===== src/rtl/motion_pkg.sv =====
// Shared types and constants for the box motion arbiter: direction bit indices,
// PS/2 scancodes, FSM states, grant encodings and the per-axis clamp helper.
package motion_pkg;

  // Direction vector layout is {u, r, d, l}.
  localparam int DIR_U = 3;
  localparam int DIR_R = 2;
  localparam int DIR_D = 1;
  localparam int DIR_L = 0;

  localparam logic [7:0] SC_W     = 8'h1D;
  localparam logic [7:0] SC_A     = 8'h1C;
  localparam logic [7:0] SC_S     = 8'h1B;
  localparam logic [7:0] SC_D     = 8'h23;
  localparam logic [7:0] SC_BREAK = 8'hF0;
  localparam logic [7:0] SC_EXT   = 8'hE0;

  typedef logic [3:0] dir_t;

  typedef enum logic [1:0] {
    IDLE   = 2'd0,
    ARB    = 2'd1,
    STEP_X = 2'd2,
    STEP_Y = 2'd3
  } state_t;

  typedef enum logic [1:0] {
    SRC_NONE = 2'b00,
    SRC_BTN  = 2'b01,
    SRC_KBD  = 2'b10
  } grant_src_t;

  // Unknown codes map to an empty vector, so callers need no separate "known" flag.
  function automatic dir_t scancode_to_dir(input logic [7:0] code);
    dir_t d;
    d = '0;
    case (code)
      SC_W:    d[DIR_U] = 1'b1;
      SC_A:    d[DIR_L] = 1'b1;
      SC_S:    d[DIR_D] = 1'b1;
      SC_D:    d[DIR_R] = 1'b1;
      default: d = '0;
    endcase
    return d;
  endfunction

  // One axis step with border clamp; fwd/back both set cancel out.
  function automatic logic [10:0] step_axis(
    input logic [10:0] pos,
    input logic [10:0] step,
    input logic        fwd,
    input logic        back,
    input logic [10:0] lo,
    input logic [10:0] hi,
    input logic [10:0] size
  );
    logic [10:0] nx;
    nx = pos;
    if (fwd && !back) begin
      nx = pos + step;
      if (nx + size >= hi) nx = hi - size - 11'd1;
    end else if (back && !fwd) begin
      nx = (pos < lo + step) ? lo : pos - step;
    end
    return nx;
  endfunction

endpackage


===== src/rtl/box_motion_arbiter_if.sv =====
// Input requests and box position outputs of the box motion arbiter.
interface box_motion_arbiter_if;
  logic       screen_end;
  logic       btn_u;
  logic       btn_r;
  logic       btn_d;
  logic       btn_l;
  logic       ps2_valid;
  logic [7:0] ps2_code;
  logic [9:0] box_x;
  logic [9:0] box_y;
  logic [1:0] grant_src;
  logic       moving;

  modport master (
    output screen_end, btn_u, btn_r, btn_d, btn_l, ps2_valid, ps2_code,
    input  box_x, box_y, grant_src, moving
  );

  modport slave (
    input  screen_end, btn_u, btn_r, btn_d, btn_l, ps2_valid, ps2_code,
    output box_x, box_y, grant_src, moving
  );
endinterface


===== src/rtl/ps2_dir_decoder.sv =====
// Turns the PS/2 scancode byte stream into a held WASD direction vector {u,r,d,l}.
module ps2_dir_decoder
  import motion_pkg::*;
(
  input  logic       clk,
  input  logic       reset,
  input  logic       ps2_valid,
  input  logic [7:0] ps2_code,
  output dir_t       held
);

  logic break_armed;
  dir_t hit;

  assign hit = scancode_to_dir(ps2_code);

  // E0 prefixes are transparent; any other non-F0 byte consumes a pending break.
  always_ff @(posedge clk) begin
    if (reset) begin
      held        <= '0;
      break_armed <= 1'b0;
    end else if (ps2_valid) begin
      if (ps2_code == SC_BREAK) begin
        break_armed <= 1'b1;
      end else if (ps2_code != SC_EXT) begin
        held        <= break_armed ? (held & ~hit) : (held | hit);
        break_armed <= 1'b0;
      end
    end
  end

endmodule


===== src/rtl/box_motion_arbiter.sv =====
// Once-per-frame arbitration between push-buttons and PS/2 WASD, stepping and clamping the box.
// Optional acceleration after a held direction is enabled with `define MOTION_ACCEL_EN.
module box_motion_arbiter
  import motion_pkg::*;
#(
  parameter int X_MIN       = 50,
  parameter int X_MAX       = 480,
  parameter int Y_MIN       = 50,
  parameter int Y_MAX       = 480,
  parameter int BOX_SIZE    = 35,
  parameter int X_INIT      = 100,
  parameter int Y_INIT      = 100,
  parameter int STEP        = 1,
  parameter int HOLD_FRAMES = 16
) (
  input logic                  clk,
  input logic                  reset,
  box_motion_arbiter_if.slave  bus
);

  localparam logic [10:0] X_MIN_W  = 11'(X_MIN);
  localparam logic [10:0] X_MAX_W  = 11'(X_MAX);
  localparam logic [10:0] Y_MIN_W  = 11'(Y_MIN);
  localparam logic [10:0] Y_MAX_W  = 11'(Y_MAX);
  localparam logic [10:0] BOX_W    = 11'(BOX_SIZE);
  localparam logic [10:0] STEP_W   = 11'(STEP);

  dir_t        btn_meta;
  dir_t        btn_dir;
  dir_t        kbd_dir;
  logic        screen_end_q;
  logic        start;

  state_t      state;
  state_t      state_nxt;

  grant_src_t  arb_src;
  dir_t        arb_vec;
  logic        ld_arb;
  logic        do_x;
  logic        do_y;
  logic        btn_act;
  logic        kbd_act;

  grant_src_t  grant_src;
  dir_t        gvec;
  logic        rr_kbd;
  logic [10:0] pos_x;
  logic [10:0] pos_y;
  logic [10:0] snap_x;
  logic [10:0] snap_y;
  logic [10:0] step_cur;
  logic [10:0] nx_x;
  logic [10:0] nx_y;
  logic        moving;

  // Two-flop synchroniser for the asynchronous push-buttons.
  always_ff @(posedge clk) begin
    if (reset) begin
      btn_meta <= '0;
      btn_dir  <= '0;
    end else begin
      btn_meta <= {bus.btn_u, bus.btn_r, bus.btn_d, bus.btn_l};
      btn_dir  <= btn_meta;
    end
  end

  ps2_dir_decoder u_ps2_dir_decoder (
    .clk       (clk),
    .reset     (reset),
    .ps2_valid (bus.ps2_valid),
    .ps2_code  (bus.ps2_code),
    .held      (kbd_dir)
  );

  always_ff @(posedge clk) begin
    if (reset) screen_end_q <= 1'b0;
    else       screen_end_q <= bus.screen_end;
  end

  assign start   = bus.screen_end & ~screen_end_q;
  assign btn_act = |btn_dir;
  assign kbd_act = |kbd_dir;

  // NOTE: state and datapath registers use <= so every flop samples pre-edge values.
  always_ff @(posedge clk) begin
    if (reset) state <= IDLE;
    else       state <= state_nxt;
  end

  // NOTE: every always_comb output gets a default first, so no path can infer a latch.
  always_comb begin
    state_nxt = state;
    unique case (state)
      IDLE:    if (start) state_nxt = ARB;
      ARB:     state_nxt = (arb_src == SRC_NONE) ? IDLE : STEP_X;
      STEP_X:  state_nxt = STEP_Y;
      STEP_Y:  state_nxt = IDLE;
      default: state_nxt = IDLE;
    endcase
  end

  always_comb begin
    arb_src = SRC_NONE;
    arb_vec = '0;
    ld_arb  = 1'b0;
    do_x    = 1'b0;
    do_y    = 1'b0;
    unique case (state)
      ARB: begin
        ld_arb = 1'b1;
        if (btn_act && kbd_act) arb_src = rr_kbd ? SRC_KBD : SRC_BTN;
        else if (btn_act)       arb_src = SRC_BTN;
        else if (kbd_act)       arb_src = SRC_KBD;
        case (arb_src)
          SRC_BTN: arb_vec = btn_dir;
          SRC_KBD: arb_vec = kbd_dir;
          default: arb_vec = '0;
        endcase
      end
      STEP_X:  do_x = 1'b1;
      STEP_Y:  do_y = 1'b1;
      default: ;
    endcase
  end

`ifdef MOTION_ACCEL_EN
  localparam int CNT_W = $clog2(HOLD_FRAMES + 1);
  localparam logic [CNT_W-1:0] HOLD_C = CNT_W'(HOLD_FRAMES);

  logic [CNT_W-1:0] hold_cnt;
  dir_t             last_vec;
  logic             fast;

  // hold_cnt is the run length of the previous granted vector; the double step
  // needs that run to be complete before the current (same) vector is applied.
  always_ff @(posedge clk) begin
    if (reset) begin
      hold_cnt <= '0;
      last_vec <= '0;
      fast     <= 1'b0;
    end else if (ld_arb) begin
      fast     <= (arb_src != SRC_NONE) && (arb_vec == last_vec) && (hold_cnt == HOLD_C);
      last_vec <= arb_vec;
      if (arb_src == SRC_NONE)
        hold_cnt <= '0;
      else if ((arb_vec == last_vec) && (hold_cnt != '0))
        hold_cnt <= (hold_cnt == HOLD_C) ? hold_cnt : hold_cnt + 1'b1;
      else
        hold_cnt <= CNT_W'(1);
    end
  end

  assign step_cur = fast ? (STEP_W << 1) : STEP_W;
`else
  assign step_cur = STEP_W;
`endif

  assign nx_x = step_axis(pos_x, step_cur, gvec[DIR_R], gvec[DIR_L], X_MIN_W, X_MAX_W, BOX_W);
  assign nx_y = step_axis(pos_y, step_cur, gvec[DIR_D], gvec[DIR_U], Y_MIN_W, Y_MAX_W, BOX_W);

  always_ff @(posedge clk) begin
    if (reset) begin
      pos_x     <= 11'(X_INIT);
      pos_y     <= 11'(Y_INIT);
      snap_x    <= 11'(X_INIT);
      snap_y    <= 11'(Y_INIT);
      grant_src <= SRC_NONE;
      gvec      <= '0;
      rr_kbd    <= 1'b0;
      moving    <= 1'b0;
    end else begin
      moving <= 1'b0;
      if (ld_arb) begin
        grant_src <= arb_src;
        gvec      <= arb_vec;
        snap_x    <= pos_x;
        snap_y    <= pos_y;
        if (btn_act && kbd_act) rr_kbd <= ~rr_kbd;
      end
      if (do_x) pos_x <= nx_x;
      if (do_y) begin
        pos_y  <= nx_y;
        moving <= (nx_y != snap_y) || (pos_x != snap_x);
      end
    end
  end

  assign bus.box_x     = pos_x[9:0];
  assign bus.box_y     = pos_y[9:0];
  assign bus.grant_src = grant_src;
  assign bus.moving    = moving;

endmodule


===== src/flat_wrapper.sv =====
// flat-port wrapper written by rule: the top's interface ports become plain ports
module box_motion_arbiter_flat import motion_pkg::*;
#(
  parameter int X_MIN       = 50,
  parameter int X_MAX       = 480,
  parameter int Y_MIN       = 50,
  parameter int Y_MAX       = 480,
  parameter int BOX_SIZE    = 35,
  parameter int X_INIT      = 100,
  parameter int Y_INIT      = 100,
  parameter int STEP        = 1,
  parameter int HOLD_FRAMES = 16
)
  (clk, reset, bus_screen_end, bus_btn_u, bus_btn_r, bus_btn_d, bus_btn_l, bus_ps2_valid, bus_ps2_code, bus_box_x, bus_box_y, bus_grant_src, bus_moving);
  box_motion_arbiter_if bus_i ();
  input logic clk;
  input logic reset;
  input wire logic [$bits(bus_i.screen_end)-1:0] bus_screen_end;
  input wire logic [$bits(bus_i.btn_u)-1:0] bus_btn_u;
  input wire logic [$bits(bus_i.btn_r)-1:0] bus_btn_r;
  input wire logic [$bits(bus_i.btn_d)-1:0] bus_btn_d;
  input wire logic [$bits(bus_i.btn_l)-1:0] bus_btn_l;
  input wire logic [$bits(bus_i.ps2_valid)-1:0] bus_ps2_valid;
  input wire logic [$bits(bus_i.ps2_code)-1:0] bus_ps2_code;
  output wire logic [$bits(bus_i.box_x)-1:0] bus_box_x;
  output wire logic [$bits(bus_i.box_y)-1:0] bus_box_y;
  output wire logic [$bits(bus_i.grant_src)-1:0] bus_grant_src;
  output wire logic [$bits(bus_i.moving)-1:0] bus_moving;
  assign bus_i.screen_end = bus_screen_end;
  assign bus_i.btn_u = bus_btn_u;
  assign bus_i.btn_r = bus_btn_r;
  assign bus_i.btn_d = bus_btn_d;
  assign bus_i.btn_l = bus_btn_l;
  assign bus_i.ps2_valid = bus_ps2_valid;
  assign bus_i.ps2_code = bus_ps2_code;
  assign bus_box_x = bus_i.box_x;
  assign bus_box_y = bus_i.box_y;
  assign bus_grant_src = bus_i.grant_src;
  assign bus_moving = bus_i.moving;
  box_motion_arbiter #(.X_MIN(X_MIN), .X_MAX(X_MAX), .Y_MIN(Y_MIN), .Y_MAX(Y_MAX), .BOX_SIZE(BOX_SIZE), .X_INIT(X_INIT), .Y_INIT(Y_INIT), .STEP(STEP), .HOLD_FRAMES(HOLD_FRAMES)) u_core (.clk(clk), .reset(reset), .bus(bus_i));
endmodule

===== config.mk =====
export PLATFORM = sky130hd
export DESIGN_NAME = box_motion_arbiter_flat
export DESIGN_NICKNAME = d
export VERILOG_FILES = /design/src/rtl/motion_pkg.sv /design/src/rtl/box_motion_arbiter_if.sv /design/src/rtl/ps2_dir_decoder.sv /design/src/rtl/box_motion_arbiter.sv /design/src/flat_wrapper.sv
export SDC_FILE = /design/constraint.sdc
export NUM_CORES = 1
export LEC_CHECK = 0
export ABC_AREA = 1
export BUFFER_PORTS_ARGS = -buffer_cell sky130_fd_sc_hd__buf_2
export CAP_MARGIN = 20
export CORE_MARGIN = 2
export CORE_UTILIZATION = 51
export DETAILED_ROUTE_END_ITERATION = 6
export PLACE_DENSITY = 0.81
export SETUP_SLACK_MARGIN = 0.05
export SYNTH_ARGS = -nofsm -noshare
export SYNTH_HDL_FRONTEND = slang
export SYNTH_SLANG_ARGS = --single-unit

===== constraint.sdc =====
create_clock -name clk -period 2.8 [get_ports clk]
set_clock_uncertainty 0.05 [all_clocks]
set_input_delay 0.14 -clock clk [delete_from_list [all_inputs] [get_ports clk]]
set_output_delay 0.14 -clock clk [all_outputs]
set_load 0.05 [all_outputs]

---- Word level (Yosys, flattened, before mapping) ----
Index checks and enable logic that the tools add are counted.
word-level totals
  input bits .............................. 16
  bits in registers ....................... 68
  word-level logic and storage cells ...... 96
operators by class
  equal/unequal tests ..................... 14
  reductions and logical operators ........ 21
  mux-type cells .......................... 29
  $lt $le $gt $ge ......................... 4
  bitwise logic cells ..................... 8
  $add $sub $neg .......................... 6
operators by type and width
  cell                   count
  $mux 11                8
  $eq 8x5->1 const B     3
  $add 11x1->11 const B  2
  $add 11x6->11 const B  2
  $ge 11x9->1 const B    2
  $lt 11x6->1 const B    2
  $ne 11x11->1           2
  $sub 11x1->11 const B  2
  $mux 2                 8
  $mux 1                 9
  $eq 8x6->1 const B     1
  $eq 8x8->1 const B     1
  $mux 4                 2
  $ne 8x8->1 const B     1
  $pmux 2 s4             1
  $pmux 4 s2             1
  $reduce_or 4->1        2
  $eq 2x2->1 const B     3
  $reduce_and 2->1       3
  $logic_and 1x1->1      5
  $and 4x4->4            1
  $eq 2x1->1 const B     2
  $logic_not 1->1        4
  $logic_not 2->1        2
  other kinds (9)        13

---- Longest topological paths before layout ----
Gate-level depths: netlist (run 1).
  depth in word-level cells ............... 9
  depth in mapped cells ................... 20

---- Modules after synthesis ----
From an unflattened synthesis (run 1), not the netlist that was laid out.
second synthesis, totals
  cell total of the unflattened synthesis .. 734
  area total of the unflattened synthesis .. 4863.4 um2
by module, submodules not included
  module              area each (um2)  cells an instance  instances  sequential area each (um2)
  box_motion_arbiter  4443.0           659                1          1261.2
  ps2_dir_decoder     420.4            75                 1          100.1

---- Worst setup path after synthesis (run 1) ----
No wires, ideal clock.
  kind .................................... reg-to-reg
  from .................................... reg u_core.pos_y[1]
  to ...................................... reg u_core.moving, in the netlist u_core.bus.moving
  buffers on the path ..................... 1
  arrival ................................. 2.189 ns
  clock period less this slack ............ 2.356 ns
  stages on the path, launching flop included .. 18
  slack ................................... 0.444 ns
  data required time ...................... 2.633 ns
  path through ............................ dfxtp_1 -> ha_1 -> nand2_2 -> o21ai_1 -> nand2_2 -> nor2_4 -> nand3_2 -> nand2_1 -> nand2_1 -> nor2_2 -> buf_6 -> nand4_1 -> nand2_1 -> nand2_1 -> nand2_1 -> nand2_1 -> nor2_2 -> a21oi_2
between the ends
  cells in the longest elaborated chain, start to end .. 7
RTL lines
  what                    RTL line                   source
  from (decl)             box_motion_arbiter.sv:49   logic [10:0] pos_y;
  from (signal assigned)  box_motion_arbiter.sv:165  pos_y <= 11'(Y_INIT);
  from (signal assigned)  box_motion_arbiter.sv:183  pos_y <= nx_y;
  $add 11x1->11           motion_pkg.sv:60           nx = pos + step;
  $add 11x6->11           motion_pkg.sv:61           if (nx + size >= hi) nx = hi - size - 11'd1;
  $ge 11x9->1             motion_pkg.sv:61
  $mux 11                 motion_pkg.sv:61
  $mux 11 *               motion_pkg.sv:59           if (fwd && !back) begin
  $ne 11x11->1 *          box_motion_arbiter.sv:184  moving <= (nx_y != snap_y) || (pos_x != snap_x);
  $logic_or 1x1->1 *      box_motion_arbiter.sv:184
  to (signal assigned)    box_motion_arbiter.sv:184
  to (decl)               box_motion_arbiter.sv:55   logic moving;
Every way passes the cells marked *; elsewhere a longest branch is shown, timed or not.
A chain may end at the register's enable or synchronous reset.

---- Worst setup path after layout (run 1) ----
Same ends and word-level chain as after synthesis.

==> out/summary.json, run 1 <==
{
  "outcome": {"value": "finished, final reports clean"},
  "num_rows": {"value": 34},
  "worst_hold_slack": {"value": 0.0765, "unit": "ns"},
  "finish.cell_count_without_fillers": {"value": 819},
  "timing.final.crit_period": {"value": 2.59, "unit": "ns"},
  "report.final.hold_viol_count": {"value": 0},
  "vias_in_the_first_global_route": {"value": 4126},
  "synth_cells": {"value": 690},
  "clk_pin_slew_worst_paths": {"value": 0.07, "unit": "ns"},
  "postLayoutSetupSlackWorst": {"value": 0.210, "unit": "ns"},
  "worst_setup_path_start_kind": {"value": "flop"},
  "postSynth.topFlopCell": {"value": "dfxtp_1"},
  "path_max_fanout": {"value": 6},
  "numPortBuffers": {"value": 38},
  "route.final.wire_length": {"value": 11400, "unit": "µm"},
  "start_util": {"value": 0.523},
  "h-tree-depth": {"value": 3},
  "post-dp-hpwl": {"value": 8510, "unit": "µm"},
  "crit_required": {"value": 2.98, "unit": "ns"},
  "num_antenna_cells": {"value": 0},
  "synth.ff_latch_count": {"value": 68},
  "drive_above_1_share": {"value": 0.167},
  "maxCapViolations": {"value": 0},
  "totalNegativeSetupSlack": {"value": 0, "unit": "ns"},
  "post_syn_area_per_cell": {"value": 6.62, "unit": "µm²"},
  "drt_first_pass_iters": {"value": 7},
  "synth.cell_area": {"value": 4560, "unit": "µm²"},
  "via_count": {"value": 4543},
  "cts_num_sinks": {"value": 68},
  "dieWidth": {"value": 98.6, "unit": "µm"},
  "final_min_period_over_clock_period": {"value": 0.925},
  "yosysSeqAreaShare": {"value": 0.298},
  "postSynthNetCount": {"value": 713},
  "grt_overflow_total": {"value": 0},
  "synth_area_leaders": {"value": "dfxtp_1 (30%), nand2_1 (12%), inv_1 (6.9%)"},
  "clk_root_buffer_cell": {"value": "clkbuf_8"},
  "antenna_violating_nets_post_route": {"value": 0},
  "dp_cells": {"value": 799},
  "drt_wl_cell": {"value": 13.9, "unit": "µm"},
  "crit_path_end_kind": {"value": "flop"},
  "clock_latency_on_the_worst_skew_pair": {"value": 0.34, "unit": "ns"},
  "ios": {"value": 39},
  "min-delay-path-class": {"value": "primary input to flop"},
  "worst_pin_slew": {"value": 1.06, "unit": "ns"},
  "maxClockFrequency": {"value": 386, "unit": "MHz"},
  "ir_worst_vdd": {"value": 0.288, "unit": "mV"},
  "critical_path_class": {"value": "flop to flop"},
  "critical_path_arrival": {"value": 2.77, "unit": "ns"},
  "synth_top_area_frac": {"value": 0.298},
  "core-area": {"value": 8720, "unit": "µm²"},
  "gpl.final_weighted_congestion": {"value": 0.956},
  "power_leakage": {"value": 0.00231, "unit": "µW"},
  "synthToLayoutAreaGrowth": {"value": 9.18, "unit": "%"},
  "synth.most_common_cell": {"value": "nand2_1"},
  "final-max-slew-violation-count": {"value": 0},
  "synth-async-reset-ratio": {"value": 0},
  "dominant_cell_type_by_area_after_synthesis": {"value": "dfxtp_1"},
  "design.final.nets": {"value": 730},
  "first_pass_grt_wire_length": {"value": 19400, "unit": "µm"},
  "design.die.area": {"value": 9720, "unit": "µm²"},
  "post_detailed_route_drc_marker_count": {"value": 0},
  "die_h": {"value": 98.6, "unit": "µm"},
  "place_worst_setup_slack": {"value": 0.104, "unit": "ns"},
  "synth_enable_flop_cells": {"value": 0},
  "grt.total_usage": {"value": 0.242},
  "max-slew-margin-rel": {"value": 0.291},
  "numCtsBuffers": {"value": 9},
  "grt_antenna_before_repair": {"value": 0},
  "clk_path_buf_depth": {"value": 2},
  "drt-initial-drc-count": {"value": 266},
  "post_synth_num_cell_types": {"value": 45},
  "grt_max_degree": {"value": 41},
  "detail_route.vias_per_cell": {"value": 5.55},
  "cellPowerDensity": {"value": 433, "unit": "nW/µm²"},
  "synth.cells.most_frequent": {"value": "nand2_1 (148), inv_1 (84), dfxtp_1 (68)"},
  "timing.final.setup_violations": {"value": 0},
  "grt_setup_unrepaired": {"value": "true"},
  "yosysWarningCount": {"value": 0},
  "tritoncts": {"value": "done"}
}
-- metrics by stage --
stage | total power (µW) | utilization | instance area (µm²)
2_1_floorplan | 1230 | - | 4560
3_3_place_gp | 1280 | 0.537 | 4680
3_5_place_dp | 1280 | 0.537 | 4680
4_1_cts | 2170 | 0.568 | 4950
5_1_grt | 2250 | 0.571 | 4980
6_report | 2160 | 0.571 | 4980
-- path summary, 6_finish.rpt --
kind | start | to | slack (ns) | depth (start not counted)
setup / recovery | u_core.pos_y[1] | u_core.bus.moving | 0.21 | 18
hold / removal | bus_ps2_code[0] | flop | 0.08 | 3
setup reg to reg | u_core.pos_y[1] | u_core.bus.moving | 0.21 | 18
hold reg to reg | u_core.btn_meta[3] | u_core.btn_dir[3] | 0.36 | 2
-- per-layer routing --
metal,vias up,part of all wire,GRT usage
met5,-,0,0
met4,0,0.011,0.0685
met3,16,0.082,0.0496
li1,2262,-,-
met2,172,0.47,0.387
met1,2093,0.44,0.333
-- area by class of cell --
class	instances	area, µm²
Clock buffer	11	141
Clock inverter	4	73.8
Fill cell	834	3740
Inverter	90	340
Multi-Input combinational cell	481	2570
Sequential cell	68	1380
Tap cell	108	135
Timing Repair Buffer	57	345
-- critical path, stage by stage (launching register included) --
cell and delay [ns]:
dfxtp_2 0.40, inv_1 0.08, ha_1 0.34, nor2_1 0.07, nor2_1 0.14, nand3_1 0.15
nand2_2 0.12, nand3_2 0.06, nand2_1 0.06, nand2_1 0.06, nor2_2 0.14, buf_4 0.17
nand3_1 0.11, nand3_1 0.09, nand2_1 0.05, nor2_1 0.12, nand2_1 0.07, nor2_1 0.13
a21oi_2 0.07
-- sequential cells by signal (all words and copies together) (netlist names), 2 cells and up, named ones only --
name                  count
u_core.btn_meta           4
u_core.gvec               4
u_core.bus.grant_src      2
u_core.snap_x            11
u_core.btn_dir            4
u_core.pos_x             11
u_core.pos_y             11
u_core.snap_y            11
-- what timing repair did --
item / CTS / global route
setup buffers: 0 / 0
gates resized for setup: 0 / 14
hold buffers: 5 / 0
setup endpoints to repair: 0 / 12
hold endpoints to repair: 5 / 0
-- power by group --
group | internal, µW | switching (µW) | total [µW] | leakage [µW]
registers | 1010 | 30.2 | 1040 | 0.000556
clock network | 521 | 363 | 885 | 0.000109
logic | 83.7 | 151 | 234 | 0.00164
total | 1610 | 544 | 2160 | 0.00231
-- cell usage in the layout (no fill, tap or decap), types with 7 or more instances in the layout --
master,instances
a21oi_1,55
buf_2,38
buf_4,14
clkbuf_8,10
dfxtp_1,59
dfxtp_2,8
inv_1,84
nand2_1,148
nand2_2,12
nand3_1,52
nand3_2,9
nand4_1,15
nor2_1,46
nor3_1,7
nor4_1,7
o211ai_1,10
o21ai_0,42
xor2_1,30
-- logic make-up (layout without fill, tap and decap cells) --
| kind of cell | after synthesis | count (layout) | synth area share |
|---|---|---|---|
| AO/OA/AOI/OAI | 127 | 127 | 0.153 |
| XOR/XNOR | 30 | 30 | 0.0576 |
| adder cells (fa/ha/maj) | 7 | 7 | 0.0192 |
| buffers and inverters | 141 | 162 | 0.143 |
| flip-flops | 68 | 68 | 0.298 |
| AND/OR/NAND/NOR | 317 | 317 | 0.329 |
No activity file was read; power rests on OpenSTA's default activity.
==> inputs of run 2 (changes only) <==
- clock period: 2.8 -> 3.3 ns (I/O delays scaled with it)
==> run 2 against run 1 <==
  * Final area down 2.3%
  * Critical path depth up 1
  * Clock power down 28%
  * Power down 20%
  * Via count down 1.2%
  * Sequential power down 15%
  * Hold slack better by 0.013 ns
  * Setup slack better by 0.16 ns
==> out/summary.json, run 2 (synthesis results as in run 1) <==
{
  "maxCapViolations": {"value": 0},
  "grt_antenna_before_repair": {"value": 0},
  "final_min_period_over_clock_period": {"value": 0.888},
  "synthToLayoutAreaGrowth": {"value": 6.66, "unit": "%"},
  "totalNegativeSetupSlack": {"value": 0, "unit": "ns"},
  "layout_commonest_cell": {"value": "nand2_1"},
  "rr_startpoint": {"value": "u_core.pos_y[1]"},
  "worst_path_most_repeated_cell": {"value": "nand2_1"},
  "worst_setup_path_start_kind": {"value": "flop"},
  "dieWidth": {"value": 98.6, "unit": "µm"},
  "path_max_fanout": {"value": 8},
  "drt_wl_cell": {"value": 14.1, "unit": "µm"},
  "grt_setup_unrepaired": {"value": "false"},
  "vias_in_the_first_global_route": {"value": 4192},
  "grt_max_degree": {"value": 41},
  "area.sequential": {"value": 1360, "unit": "µm²"},
  "drt-initial-drc-count": {"value": 281},
  "part_of_the_total_power_dissipated_in_combinational_logic": {"value": 0.119},
  "p_int": {"value": 1220, "unit": "µW"},
  "gpl.final_weighted_congestion": {"value": 0.946},
  "cts_num_sinks": {"value": 68},
  "detail_route.vias_per_cell": {"value": 5.54},
  "critical_path_depth": {"value": 19},
  "r2r_cells": {"value": 19},
  "multi_input_area": {"value": 2560, "unit": "µm²"},
  "critical_path_arrival": {"value": 3.13, "unit": "ns"},
  "min-delay-path-class": {"value": "primary input to flop"},
  "clockPowerShare": {"value": 0.370},
  "hold_path_depth": {"value": 3},
  "h-tree-depth": {"value": 3},
  "tritoncts": {"value": "done"},
  "timing.final.crit_period": {"value": 2.93, "unit": "ns"},
  "report.final.hold_viol_count": {"value": 0},
  "post-dp-hpwl": {"value": 8150, "unit": "µm"},
  "worst_hold_slack": {"value": 0.0896, "unit": "ns"},
  "via_count": {"value": 4487},
  "outcome": {"value": "finished, final reports clean"},
  "num_antenna_cells": {"value": 0},
  "fillCellCount": {"value": 810},
  "num_rows": {"value": 34},
  "timing.final.setup_violations": {"value": 0},
  "antenna_violating_nets_post_route": {"value": 0},
  "design.die.area": {"value": 9720, "unit": "µm²"},
  "worstSetupStartpoint": {"value": "u_core.pos_y[1]"},
  "clk_pin_slew_worst_paths": {"value": 0.08, "unit": "ns"},
  "design.final.nets": {"value": 720},
  "power_leakage": {"value": 0.00225, "unit": "µW"},
  "ir_worst_vdd": {"value": 0.334, "unit": "mV"},
  "clk_root_buffer_cell": {"value": "clkbuf_8"},
  "drive_above_1_share": {"value": 0.145},
  "crit_path_end_kind": {"value": "flop"},
  "drt_first_pass_iters": {"value": 6},
  "core-area": {"value": 8720, "unit": "µm²"},
  "cellPowerDensity": {"value": 354, "unit": "nW/µm²"},
  "numPortBuffers": {"value": 38},
  "final-max-slew-violation-count": {"value": 0},
  "ios": {"value": 39},
  "cpPeakStageDelay": {"value": 0.49, "unit": "ns"},
  "grt.total_usage": {"value": 0.237},
  "die_h": {"value": 98.6, "unit": "µm"},
  "p_sw": {"value": 502, "unit": "µW"},
  "worst_pin_slew": {"value": 0.684, "unit": "ns"},
  "regToRegEndpoint": {"value": "u_core.bus.moving"},
  "worst-r2r-setup-slack": {"value": 0.37, "unit": "ns"},
  "grt_overflow_total": {"value": 0},
  "critical_path_class": {"value": "flop to flop"},
  "maxClockFrequency": {"value": 341, "unit": "MHz"},
  "clk_path_buf_depth": {"value": 2},
  "cp_num_buf_inv": {"value": 1},
  "clock_latency_on_the_worst_skew_pair": {"value": 0.36, "unit": "ns"},
  "layout_common_cells": {"value": "nand2_1 (148), inv_1 (84), dfxtp_1 (68)"},
  "max-slew-margin-rel": {"value": 0.540},
  "path_delay_family": {"value": "simple AND/OR/NAND/NOR gates"},
  "route.final.wire_length": {"value": 11400, "unit": "µm"},
  "crit_path_cell_trace": {"value": "ha_2 > nand2_2 > nor2_4 > nand3_1 > nand2_1 > nand2_1 > nor2_1 > nand3_1 > nand2_1 > nand2_1 > nor2_4 > buf_4 > nand3_1 > nand2_1 > nor2_1 > nor2_1 > nand2_1 > nor2_1 > a21oi_2"},
  "start_util": {"value": 0.523},
  "crit_path_top_delay_cell": {"value": "dfxtp_1"},
  "netSwitchingFraction": {"value": 0.291},
  "post_detailed_route_drc_marker_count": {"value": 0},
  "crit_required": {"value": 3.50, "unit": "ns"},
  "hold_start": {"value": "bus_ps2_code[0]"},
  "numCtsBuffers": {"value": 9},
  "first_pass_grt_wire_length": {"value": 19100, "unit": "µm"},
  "power.share.sequential": {"value": 0.511}
}
[run 2: metrics by stage]
step	cell area [µm²]	power (µW)	util	cells	setup WS [ns]
after floorplan	4560	1040	-	690	0.944
after global placement	4600	1080	0.528	788	0.407
after detailed placement	4600	1090	0.528	788	0.253
after CTS	4830	1720	0.554	809	0.232
after global routing	4870	1790	0.558	810	0.155
final	4870	1720	0.558	810	0.370
[run 2: cell type report]
| cell class | instances | area share |
|---|---|---|
| multi-input cells | 481 | 0.527 |
| flip-flops and latches | 68 | 0.280 |
| well taps | 108 | 0.0278 |
| clock buffers | 10 | 0.0283 |
| inverters | 90 | 0.0699 |
| clock inverters | 6 | 0.00797 |
| repair buffers | 47 | 0.0596 |
[run 2: worst max-delay path by stage]
stage | endpoint | slack, ns
finish | u_core.bus.moving | 0.37
floorplan | u_core.bus.moving | 0.94
detailed placement | u_core.bus.moving | 0.25
global route | u_core.bus.moving | 0.15
global placement | u_core.bus.moving | 0.41
CTS | u_core.bus.moving | 0.23
[run 2: power by group through the flow]
stage          sequential, µW  clock, µW  combinational, µW
3_3_place_gp              897          0                185
2_1_floorplan             893          0                151
6_report                  880        636                205
3_5_place_dp              898          0                191
4_1_cts                   879        647                196
5_1_grt                   884        677                230
[run 2: metal layers]
metal,wire length (µm),vias to the layer above,global-route usage,part of all wire
li1,-,2249,-,-
met1,4940,2053,0.313,0.43
met2,5400,166,0.390,0.47
met3,901,19,0.0454,0.079
met4,187,0,0.0790,0.016
met5,0,-,0,0
[run 2: timing repair]
action	4_1_cts	5_1_grt
hold buffers	5	0
endpoints found under the setup margin	0	1
resized for setup	0	3
buffers inserted	0	0
hold endpoints to repair	5	0
[run 2: worst register-to-register path, stage by stage, from the launching register on]
cell and delay, ns:
dfxtp_1 0.49, ha_2 0.32, nand2_2 0.11, nor2_4 0.14, nand3_1 0.08, nand2_1 0.06, nand2_1 0.10, nor2_1 0.17
nand3_1 0.09, nand2_1 0.06, nand2_1 0.08, nor2_4 0.21, buf_4 0.20, nand3_1 0.07, nand2_1 0.12, nor2_1 0.06
nor2_1 0.12, nand2_1 0.07, nor2_1 0.15, a21oi_2 0.07
==> inputs of run 3 (changes only) <==
- PLACE_DENSITY: 0.81 -> 0.84
- clock period: 3.3 -> 2.4 ns (I/O delays scaled with it)
==> run 3 against run 2 <==
  * The flow now finishes with violations (setup timing)
  * Sequential share of layout area down 3.5 points
  * Register-to-register slack worse by 0.41 ns
  * Power up 47%
  * Clock power up 59%
  * Final area up 17%
  * Sequential power up 36%
  * Critical endpoint unchanged
  * Largest cell class unchanged
==> out/summary.json, run 3 (synthesis results as in run 1) <==
{
  "outcome": {"value": "finished, violations left"},
  "violated_checks": {"value": "setup timing"},
  "final_min_period_over_clock_period": {"value": 1.02},
  "place_worst_setup_slack": {"value": -0.129, "unit": "ns"},
  "min-delay-path-class": {"value": "primary input to flop"},
  "design.final.nets": {"value": 783},
  "vias_in_the_first_global_route": {"value": 4447},
  "ir_worst_vdd": {"value": 0.340, "unit": "mV"},
  "grt_overflow_total": {"value": 0},
  "report.final.hold_viol_count": {"value": 0},
  "placed_cell_area": {"value": 5040, "unit": "µm²"},
  "gpl.final_weighted_congestion": {"value": 0.959},
  "ios": {"value": 39},
  "drt_wl_cell": {"value": 14.6, "unit": "µm"},
  "via_count": {"value": 4820},
  "grt_antenna_before_repair": {"value": 0},
  "timing.final.crit_period": {"value": 2.44, "unit": "ns"},
  "drt_first_pass_iters": {"value": 5},
  "drive_above_1_share": {"value": 0.294},
  "layout_common_cells": {"value": "nand2_1 (136), inv_1 (83), buf_4 (61)"},
  "worstSetupStartpoint": {"value": "u_core.pos_y[7]"},
  "worst_pin_slew": {"value": 0.551, "unit": "ns"},
  "numCtsBuffers": {"value": 9},
  "critical_path_class": {"value": "flop to flop"},
  "h-tree-depth": {"value": 3},
  "clk_path_buf_depth": {"value": 2},
  "finalInstanceArea": {"value": 5690, "unit": "µm²"},
  "first_pass_grt_wire_length": {"value": 20500, "unit": "µm"},
  "hold_start": {"value": "bus_ps2_code[0]"},
  "area.sequential": {"value": 1390, "unit": "µm²"},
  "worst_setup_path_start_kind": {"value": "flop"},
  "detail_route.vias_per_cell": {"value": 5.52},
  "design.die.area": {"value": 9720, "unit": "µm²"},
  "maxCapViolations": {"value": 0},
  "crit_required": {"value": 2.60, "unit": "ns"},
  "timing.final.setup_violations": {"value": 1},
  "critical_path_arrival": {"value": 2.65, "unit": "ns"},
  "finish.cell_count_without_fillers": {"value": 873},
  "clock_latency_on_the_worst_skew_pair": {"value": 0.36, "unit": "ns"},
  "post-dp-hpwl": {"value": 9100, "unit": "µm"},
  "clk_root_buffer_cell": {"value": "clkbuf_8"},
  "numPortBuffers": {"value": 38},
  "num_rows": {"value": 34},
  "worst_hold_slack": {"value": 0.0456, "unit": "ns"},
  "crit_path_end_kind": {"value": "flop"},
  "die_h": {"value": 98.6, "unit": "µm"},
  "route.final.wire_length": {"value": 12800, "unit": "µm"},
  "rr_startpoint": {"value": "u_core.pos_y[7]"},
  "start_util": {"value": 0.523},
  "grt_max_degree": {"value": 40},
  "grt.total_usage": {"value": 0.255},
  "layout_commonest_cell": {"value": "nand2_1"},
  "tritoncts": {"value": "done"},
  "final-max-slew-violation-count": {"value": 0},
  "multi_input_area": {"value": 2840, "unit": "µm²"},
  "fillCellCount": {"value": 739},
  "max-slew-margin-rel": {"value": 0.632},
  "drt-initial-drc-count": {"value": 286},
  "path_max_fanout": {"value": 6},
  "clk_pin_slew_worst_paths": {"value": 0.08, "unit": "ns"},
  "cts_num_sinks": {"value": 68},
  "antenna_violating_nets_post_route": {"value": 0},
  "maxClockFrequency": {"value": 410, "unit": "MHz"},
  "num_antenna_cells": {"value": 0},
  "post_detailed_route_drc_marker_count": {"value": 0},
  "dieWidth": {"value": 98.6, "unit": "µm"},
  "synthToLayoutAreaGrowth": {"value": 24.6, "unit": "%"},
  "power_leakage": {"value": 0.00261, "unit": "µW"},
  "postLayoutSetupSlackWorst": {"value": -0.0416, "unit": "ns"},
  "grt_setup_unrepaired": {"value": "true"},
  "totalNegativeSetupSlack": {"value": -0.0416, "unit": "ns"},
  "core-area": {"value": 8720, "unit": "µm²"},
  "dp_cells": {"value": 844},
  "cellPowerDensity": {"value": 443, "unit": "nW/µm²"}
}
[run 3: cell types whose count changed in the layout (fill, tap and decap cells not counted), sizes merged]
cell and change:
inv +1, buf +63, clkinv -2, bufinv +1
[run 3: per-layer routing]
metal	part of all wire	GRT usage	wire length, µm
met1	0.43	0.332	5530
met2	0.48	0.425	6120
met3	0.060	0.0355	763
met4	0.027	0.110	342
met5	0	0	0
[run 3: per-stage QoR]
stage / util / total power (µW)
floorplan: - / 1430
global placement: 0.578 / 1500
detailed placement: 0.578 / 1520
CTS: 0.616 / 2520
global route: 0.652 / 2610
finish: 0.652 / 2520
[run 3: path summary, 6_finish.rpt]
kind / endpoint / slack (ns) / cells past startpoint
worst max-delay path: u_core.bus.moving / -0.04 / 13
worst min-delay path: flop / 0.05 / 3
worst min register to register: u_core.btn_dir[1] / 0.35 / 2
worst max register to register: u_core.bus.moving / -0.04 / 13
[run 3: report_power, final]
part	total (µW)	leakage [µW]	internal, µW	switching, µW
sequential	1200	0.000558	1170	34.0
combinational	307	0.00195	115	192
clock	1010	0.0000995	517	495
[run 3: layout make-up]
type | instances | share of cell area
Multi-Input combinational cell | 481 | 0.499
Sequential cell | 68 | 0.245
Timing Repair Buffer | 110 | 0.136
Inverter | 90 | 0.0598
Clock buffer | 10 | 0.0242
Tap cell | 108 | 0.0238
Clock inverter | 6 | 0.0125
[run 3: critical path, cell delays in order, from the launching register on]
cell and delay (ns):
dfxtp_1 0.41, nor4_2 0.40, nand4_1 0.26, or2_1 0.37
nand2_1 0.11, inv_2 0.06, nand3_1 0.09, nand2_1 0.09
nand2_1 0.06, nand2_1 0.06, nor2_2 0.11, nand2_1 0.08
nor2_2 0.13, a21oi_2 0.06
[run 3: what timing repair did]
action,CTS,global route
resized for setup,17,70
hold buffers,5,0
buffers inserted,3,6
pin swaps,5,37
setup endpoints to repair,11,17
hold endpoints to repair,5,0
